## src/rtl/hci_router_splitter_pkg.sv

```systemverilog
// HCI router splitter: shared types and constants.
// State encoding, lane geometry and order-width helper.
package hci_router_splitter_pkg;

    typedef enum logic [1:0] {
        IDLE,
        ISSUE,
        RESP,
        HOLD
    } state_e;

    localparam int LANE_BYTES = 4;
    localparam int LANE_BITS  = 8 * LANE_BYTES;

    // Width of the bank rotation index; never below 1 bit.
    function automatic int order_width(input int nb_banks);
        return (nb_banks > 1) ? $clog2(nb_banks) : 1;
    endfunction

endpackage

```

## src/rtl/hci_router_splitter_addr_gen.sv

```systemverilog
// HCI router splitter: per-lane word addresses and bank rotation.
// Lane i targets the i-th consecutive word; wraps modulo 2^32.
module hci_router_splitter_addr_gen
    import hci_router_splitter_pkg::*;
#(
    parameter int NB_CHAN  = 4,
    parameter int NB_BANKS = 8,
    parameter int OW       = order_width(NB_BANKS)
) (
    input  logic [31:0]             add_i,
    output logic [32*NB_CHAN-1:0]   lane_add_o,
    output logic [OW-1:0]           order_o
);

    logic [29:0] word;
    logic        unused_lsb;

    assign word       = add_i[31:2];
    assign unused_lsb = ^add_i[1:0];

    // Consecutive word addresses, one per lane.
    always_comb begin
        lane_add_o = '0;
        for (int i = 0; i < NB_CHAN; i++) begin
            lane_add_o[i*32 +: 32] =
                {word + 30'(i), 2'b00};
        end
    end

    assign order_o = add_i[2 +: OW];

endmodule

```

## src/rtl/hci_router_splitter.sv

```systemverilog
// HCI router splitter: one wide request -> NB_CHAN lockstep lanes.
// Optional sticky checker: define HCI_ROUTER_SPLITTER_ERR_EN.
module hci_router_splitter
    import hci_router_splitter_pkg::*;
#(
    parameter int NB_CHAN    = 4,
    parameter int NB_BANKS   = 8,
    parameter int WRITE_RESP = 0,
    parameter int OW         = order_width(NB_BANKS)
) (
    input  logic                   clk_i,
    input  logic                   rst_i,
    input  logic                   clear_i,
    input  logic                   tgt_req_i,
    output logic                   tgt_gnt_o,
    input  logic [31:0]            tgt_add_i,
    input  logic                   tgt_wen_i,
    input  logic [4*NB_CHAN-1:0]   tgt_be_i,
    input  logic [32*NB_CHAN-1:0]  tgt_data_i,
    output logic [32*NB_CHAN-1:0]  tgt_r_data_o,
    output logic                   tgt_r_valid_o,
    input  logic                   tgt_r_ready_i,
    output logic [NB_CHAN-1:0]     lane_req_o,
    output logic [32*NB_CHAN-1:0]  lane_add_o,
    output logic [NB_CHAN-1:0]     lane_wen_o,
    output logic [4*NB_CHAN-1:0]   lane_be_o,
    output logic [32*NB_CHAN-1:0]  lane_data_o,
    input  logic [NB_CHAN-1:0]     lane_gnt_i,
    input  logic [32*NB_CHAN-1:0]  lane_r_data_i,
    input  logic [NB_CHAN-1:0]     lane_r_valid_i,
    output logic [OW-1:0]          order_o,
    output logic                   err_o
);

    localparam bit WR_RESP = (WRITE_RESP != 0);

    state_e                  state_q;
    logic                    gnt_q;
    logic                    lreq_q;
    logic                    rvalid_q;
    logic [32*NB_CHAN-1:0]   rdata_q;

    logic [32*NB_CHAN-1:0]   ladd_q;
    logic [OW-1:0]           order_q;
    logic                    wen_q;
    logic [4*NB_CHAN-1:0]    be_q;
    logic [32*NB_CHAN-1:0]   data_q;

    logic [32*NB_CHAN-1:0]   ladd_d;
    logic [OW-1:0]           order_d;
    logic                    accept;

    hci_router_splitter_addr_gen #(
        .NB_CHAN  (NB_CHAN),
        .NB_BANKS (NB_BANKS),
        .OW       (OW)
    ) i_addr_gen (
        .add_i      (tgt_add_i),
        .lane_add_o (ladd_d),
        .order_o    (order_d)
    );

    assign accept = (state_q == IDLE)
                  && tgt_req_i
                  && !clear_i;

    // Request register: lane addresses are precomputed at accept.
    always_ff @(posedge clk_i or posedge rst_i) begin
        if (rst_i) begin
            ladd_q  <= '0;
            order_q <= '0;
            wen_q   <= 1'b0;
            be_q    <= '0;
            data_q  <= '0;
        end else if (accept) begin
            ladd_q  <= ladd_d;
            order_q <= order_d;
            wen_q   <= tgt_wen_i;
            be_q    <= tgt_be_i;
            data_q  <= tgt_data_i;
        end
    end

    // Transaction FSM with registered handshake outputs.
    always_ff @(posedge clk_i or posedge rst_i) begin
        if (rst_i) begin
            state_q  <= IDLE;
            gnt_q    <= 1'b1;
            lreq_q   <= 1'b0;
            rvalid_q <= 1'b0;
            rdata_q  <= '0;
        end else if (clear_i) begin
            state_q  <= IDLE;
            gnt_q    <= 1'b1;
            lreq_q   <= 1'b0;
            rvalid_q <= 1'b0;
            rdata_q  <= '0;
        end else begin
            unique case (state_q)
                IDLE: begin
                    if (tgt_req_i) begin
                        state_q <= ISSUE;
                        gnt_q   <= 1'b0;
                        lreq_q  <= 1'b1;
                    end
                end
                ISSUE: begin
                    if (lane_gnt_i[0]) begin
                        lreq_q <= 1'b0;
                        if (wen_q || WR_RESP) begin
                            state_q <= RESP;
                        end else begin
                            state_q <= IDLE;
                            gnt_q   <= 1'b1;
                        end
                    end
                end
                RESP: begin
                    if (lane_r_valid_i[0]) begin
                        state_q  <= HOLD;
                        rvalid_q <= 1'b1;
                        rdata_q  <= wen_q ? lane_r_data_i
                                          : '0;
                    end
                end
                HOLD: begin
                    if (tgt_r_ready_i) begin
                        state_q  <= IDLE;
                        rvalid_q <= 1'b0;
                        gnt_q    <= 1'b1;
                    end
                end
                default: begin
                    state_q <= IDLE;
                    gnt_q   <= 1'b1;
                    lreq_q  <= 1'b0;
                end
            endcase
        end
    end

    assign tgt_gnt_o     = gnt_q;
    assign tgt_r_valid_o = rvalid_q;
    assign tgt_r_data_o  = rdata_q;
    assign lane_req_o    = {NB_CHAN{lreq_q}};
    assign lane_add_o    = ladd_q;
    assign lane_wen_o    = {NB_CHAN{wen_q}};
    assign lane_be_o     = be_q;
    assign lane_data_o   = data_q;
    assign order_o       = order_q;

`ifdef HCI_ROUTER_SPLITTER_ERR_EN
    logic err_q;
    logic err_set;

    // Protocol violations: stray response or lanes out of lockstep.
    always_comb begin
        err_set = 1'b0;
        if (lane_r_valid_i[0] && state_q != RESP)
            err_set = 1'b1;
        if (lane_r_valid_i !=
            {NB_CHAN{lane_r_valid_i[0]}})
            err_set = 1'b1;
        if (state_q == ISSUE &&
            lane_gnt_i != {NB_CHAN{lane_gnt_i[0]}})
            err_set = 1'b1;
    end

    // Sticky error flag, dropped only by clear or reset.
    always_ff @(posedge clk_i or posedge rst_i) begin
        if (rst_i)
            err_q <= 1'b0;
        else if (clear_i)
            err_q <= 1'b0;
        else if (err_set)
            err_q <= 1'b1;
    end

    assign err_o = err_q;
`else
    logic unused_lanes;

    assign unused_lanes = ^{lane_gnt_i[NB_CHAN-1:1],
                            lane_r_valid_i[NB_CHAN-1:1]};
    assign err_o = 1'b0;
`endif

endmodule
```

## config.mk

```make
export PLATFORM = sky130hd
export DESIGN_NAME = hci_router_splitter
export DESIGN_NICKNAME = d
export VERILOG_FILES = /design/src/rtl/hci_router_splitter_pkg.sv /design/src/rtl/hci_router_splitter_addr_gen.sv /design/src/rtl/hci_router_splitter.sv
export SDC_FILE = /design/constraint.sdc
export NUM_CORES = 1
export LEC_CHECK = 0
export ABC_AREA = 1
export CORE_AREA = 2 2 286 288
export CTS_CLUSTER_DIAMETER = 50
export DETAILED_ROUTE_END_ITERATION = 8
export DIE_AREA = 0 0 288 290
export PLACE_DENSITY = 0.59
export SKIP_CTS_REPAIR_TIMING = 1
export SYNTH_ARGS = -nofsm -noshare
export SYNTH_HDL_FRONTEND = slang
export SYNTH_SLANG_ARGS = --single-unit
export TNS_END_PERCENT = 5
```

## constraint.sdc

```tcl
create_clock -name clk_i -period 13.9 [get_ports clk_i]
set_clock_uncertainty 0.15 [all_clocks]
set_input_delay 2.78 -clock clk_i [delete_from_list [all_inputs] [get_ports clk_i]]
set_output_delay 2.78 -clock clk_i [all_outputs]
set_load 0.02 [all_outputs]
```

; Word level (Yosys, flattened, before mapping)
; Index checks and enable logic that the tools add are counted.
[op_classes]
add_sub_neg = 3
eq_ne = 8
mux = 25
reduce_logical = 14
[ops]
columns = cell, n
row1 = 128-bit two-way mux, 4
row2 = 30-bit by 2-bit adder with 30-bit output (second input constant), 2
row3 = 30-bit by 1-bit adder with 30-bit output (second input constant), 1
row4 = 3-bit inequality test (second input constant), 5
row5 = 2-bit two-way mux, 6
row6 = 1-bit two-way mux, 11
row7 = 2-bit one-hot mux with 4 select lines, 1
row8 = 3-bit AND reduction, 2
row9 = 3-bit nonzero test, 2
row10 = 5-bit AND reduction, 1
row11 = 2-bit == test (second input constant), 2
row12 = 1-bit one-hot mux with 2 select lines, 2
row13 = 4-bit AND reduction, 1
row14 = 2-bit nonzero test, 2
row15 = 4-bit nonzero test, 1
row16 = 1-bit one-hot mux with 3 select lines, 1
row17 = 2-bit by 1-bit == test with 1-bit output (second input constant), 1
row18 = 1-bit logical AND, 2
row19 = 2-bit logical NOT, 1
row20 = 2-bit AND reduction, 1
row21 = 1-bit logical NOT, 1
[word_totals]
regBits = 401
input_bits = 318

; Depth between registers and ports, before layout
[logic_depth]
word_depth = 4
depth_mapped = 9

; Cells and area by module
; From an unflattened synthesis, not the netlist that was laid out.
[hier_totals]
hier_cells = 2206
hier_area_um2 = 18738.0
[modules_own_cells]
columns = mod, instances, cells_per_inst, area_each_um2, seq_area_each_um2
row1 = hci_router_splitter, 1, 1775, 16423.3, 10236.1
row2 = hci_router_splitter_addr_gen, 1, 431, 2314.7, 0.0

; Worst setup path after synthesis
; No wires, ideal clock.
[synth_path]
path_type = input to register
startpoint = in tgt_add_i[3]
endpoint = reg ladd_q[124] (netlist: lane_add_o[124])
setup_ns = 0.124
arrival_ns = 3.779
required_time_ns = 13.626
slack_ns = 9.846
path_stages = 9
n_path_buf = 0
cell_sequence = inv_1 > ha_1 > nand3b_1 > nor2_4 > nand2_1 > inv_1 > nand2_1 > nand2_1 > nand3_1
[synth_via]
elab_chain_cells = 1
[synth_rtl]
columns = element, line
row1 = from (decl), hci_router_splitter.sv:16  ; input logic [31:0] tgt_add_i,
row2 = 30-bit by 2-bit adder with 30-bit output, hci_router_splitter_addr_gen.sv:26  ; {word + 30'(i), 2'b00};
row3 = to (signal assigned), hci_router_splitter.sv:76  ; ladd_q <= ladd_d;
row4 = to (decl), hci_router_splitter.sv:43  ; logic [32*NB_CHAN-1:0] ladd_q;
; No other way between the ends.
; A chain may end at the register's enable or synchronous reset.

; Worst setup path in the final report
[layout_path]
startpoint = in lane_r_valid_i[0]
endpoint = reg rdata_q[93] (netlist: tgt_r_data_o[93])
[layout_via]
elab_chain_cells = 2
[layout_rtl]
columns = element, line
row1 = from (decl), hci_router_splitter.sv:30  ; input logic [NB_CHAN-1:0] lane_r_valid_i,
row2 = 2-bit nonzero test (no line), n/a
row3 = 2-bit AND reduction (no line), n/a
row4 = to (signal assigned), hci_router_splitter.sv:122  ; rdata_q <= wen_q ? lane_r_data_i
row5 = to (decl), hci_router_splitter.sv:41  ; logic [32*NB_CHAN-1:0] rdata_q;
; No other way between the ends.

==> flow_summary.ini <==
[cells_and_area]
seq_area_um2 = 9910
fin_util_pct = 34.0
mostFrequentLayoutCell = nand2_1
fillers = 8355
fin_cells = 3802
drive_above_1_share_pct = 6.53
final_cell_mix = nand2_1, clkdlybuf4s50_1, dfrtp_1
synthToLayoutAreaGrowth_pct = 57.9
multi_input_area_um2 = 6450
fin_nets = 3011

[worst_setup_path]
cp_max_fo = 72
crit_path_end_kind = flip-flop
r2r_slack_ps = 10320
worst_ep_arrival_time_ps = 6160
critical_path.startpoint = lane_r_valid_i[0]
crit_required_ps = 14290
r2r_start = state_q[0]
startpoint_type = primary input
worstRegToRegCells = 7
r2r-end = tgt_r_data_o[93]
path_class = in -> reg

[synthesis]
ys_ff_latch = 396
synth.area.top_cells = dfrtp_1, nand2_1, nand3_1
yosysWarningCount = 0
synthCells = 2023
yosysTopAreaCellShare_pct = 57.2
ys_types = 38
syn_area_um2 = 17300
yosys.area.top_type = dfrtp_1
avgSynthCellArea_um2 = 8.54
ys_seq_area_share_pct = 57.4

[floorplanning]
die_area_um2 = 83500
core_um2 = 80200
row_count = 104
die_y_um = 290
initial_utilization_pct = 21.6
ioPinCount = 732
die_w_um = 288

[timing]
hold_viol = 0
tightest_slew_ps = 943
rsz0062_at_grt = false
slew_viol_final = 0
period_share_pct = 41.4
finalSetupTns_ps = 0
fin_crit_ps = 5760
setup_viol = 0
relSlewSlack_pct = 37.1
clock.fmax_ghz = 0.174

[power]
peakVddDrop_v = 0.000141
power_density_nw_per_um2 = 200
switching_power_mw = 2.06
pwr-share-seq_pct = 33.3
clock_power_share_pct = 27.7
p_leak_nw = 12.9
power.internal_mw = 3.40
p_sw_share_pct = 37.7
combinationalPowerShare_pct = 39.0
p_total_mw = 5.46

[grt]
antenna_found_initial = 3
grt_pass1_wl_um = 105000
grt.overflow.total = 0
grt_usage_pct = 16.3
grt_max_degree = 160
first_global_vias = 16300

[clocking]
numCtsBuffers = 60
clock_path_buffers = 3
cts_sinks = 396
cts_root_buffer = clkbuf_16
clk_pin_slew_ps = 60
worst_skew_pair.late_latency_ps = 600
cts_max_level = 2
cts_tree = done

[worst_hold_path]
hp-class = reg -> reg
hold_depth = 2
min_from = tgt_gnt_o
hold_end = tgt_gnt_o

[drt]
vias = 16200
wire_per_inst_um = 18.3
ant_nets = 0
initialDrtViolationCount = 1158
dr.pass1.iters = 5
via_per_inst = 4.26
finalWirelength_um = 69700
drc = 0

[placed_design]
place_congestion = 0.839
port_buffers = 714
dp_cells = 3687
post-dp-hpwl_um = 50600

[run]
drv_cap = 0

[outcome]
status = complete, no violations
[worst max path at each step]
stage | end | slack (ps)
2_1_floorplan | lane_add_o[100] | 5640
3_3_place_gp | tgt_r_data_o[93] | 7500
3_5_place_dp | tgt_r_data_o[93] | 7510
4_1_cts | tgt_r_data_o[93] | 8170
5_1_grt | tgt_r_data_o[93] | 7920
6_report | tgt_r_data_o[93] | 8140
[cells in the mapped netlist (all sizes together)]
master    n
a21oi     6
a31oi     2
buf      99
clkbuf   34
conb      1
dfrtp   395
dfstp     1
ha        4
inv      74
nand2   842
nand3   358
nand3b    2
nand4     9
nor2    118
nor3      6
o211ai   24
o21a      7
o21ai    33
o22ai     1
xnor2     3
xor2      4
[through the flow]
stage | setup WS (ps) | hold WS (ps) | area (µm²)
finish | 8140 | 322 | 27300
global route | 7920 | 340 | 27300
CTS | 8170 | 326 | 27300
detailed placement | 7510 | 314 | 25300
global placement | 7500 | 312 | 25300
floorplan | 5640 | 347 | 17300
[worst max-delay path: stages]
cell	delay, ps
clkdlybuf4s50_1	540
nand3_4	660
nor2_4	480
buf_4	520
buf_4	720
nand3_1	250
nand2_1	110
[metal layers]
layer  part of all wire [%]  routed length (µm)  GRT usage [%]
met3                    7.3                5100           4.18
met5                      0                   0              0
met2                     48               33300           27.0
met1                     42               29400           21.0
met4                    2.6                1810           4.75
[sequential cells by signal, indices dropped and copies added (netlist names)]
register and flops:
lane_be_o 16, lreq_q 1, lane_add_o 116, tgt_r_valid_o 1
tgt_gnt_o 1, tgt_r_data_o 128, order_o 2, state_q 2
wen_q 1, lane_data_o 128
[cell type report]
class / count / area share (%)
Sequential cell: 396 / 36.3
Timing Repair Buffer: 729 / 26.7
Multi-Input combinational cell: 1428 / 23.6
Clock buffer: 78 / 6.08
Tap cell: 1060 / 4.86
Clock inverter: 35 / 1.27
Inverter: 74 / 1.06
Antenna cell: 2 / 0.0183
[kinds of logic after synthesis]
| group | after synthesis | share of synthesized area, % |
|---|---|---|
| compound gates | 73 | 2.74 |
| xor+xnor | 7 | 0.355 |
| fa+ha+maj | 4 | 0.290 |
| buf+inv | 207 | 5.66 |
| flops | 396 | 57.4 |
| other cells | 1 | 0.0217 |
| simple gates | 1335 | 33.6 |
[power by group through the flow]
stage	Clock [mW]	Combinational, mW	Sequential, mW
final	1.51	2.13	1.82
after global routing	1.61	2.29	1.87
after CTS	1.55	2.17	1.82
after detailed placement	0	2.16	1.82
after global placement	0	2.16	1.82
after floorplan	0	0.562	2.24
Note: power is estimated with default switching activity, not from simulation.
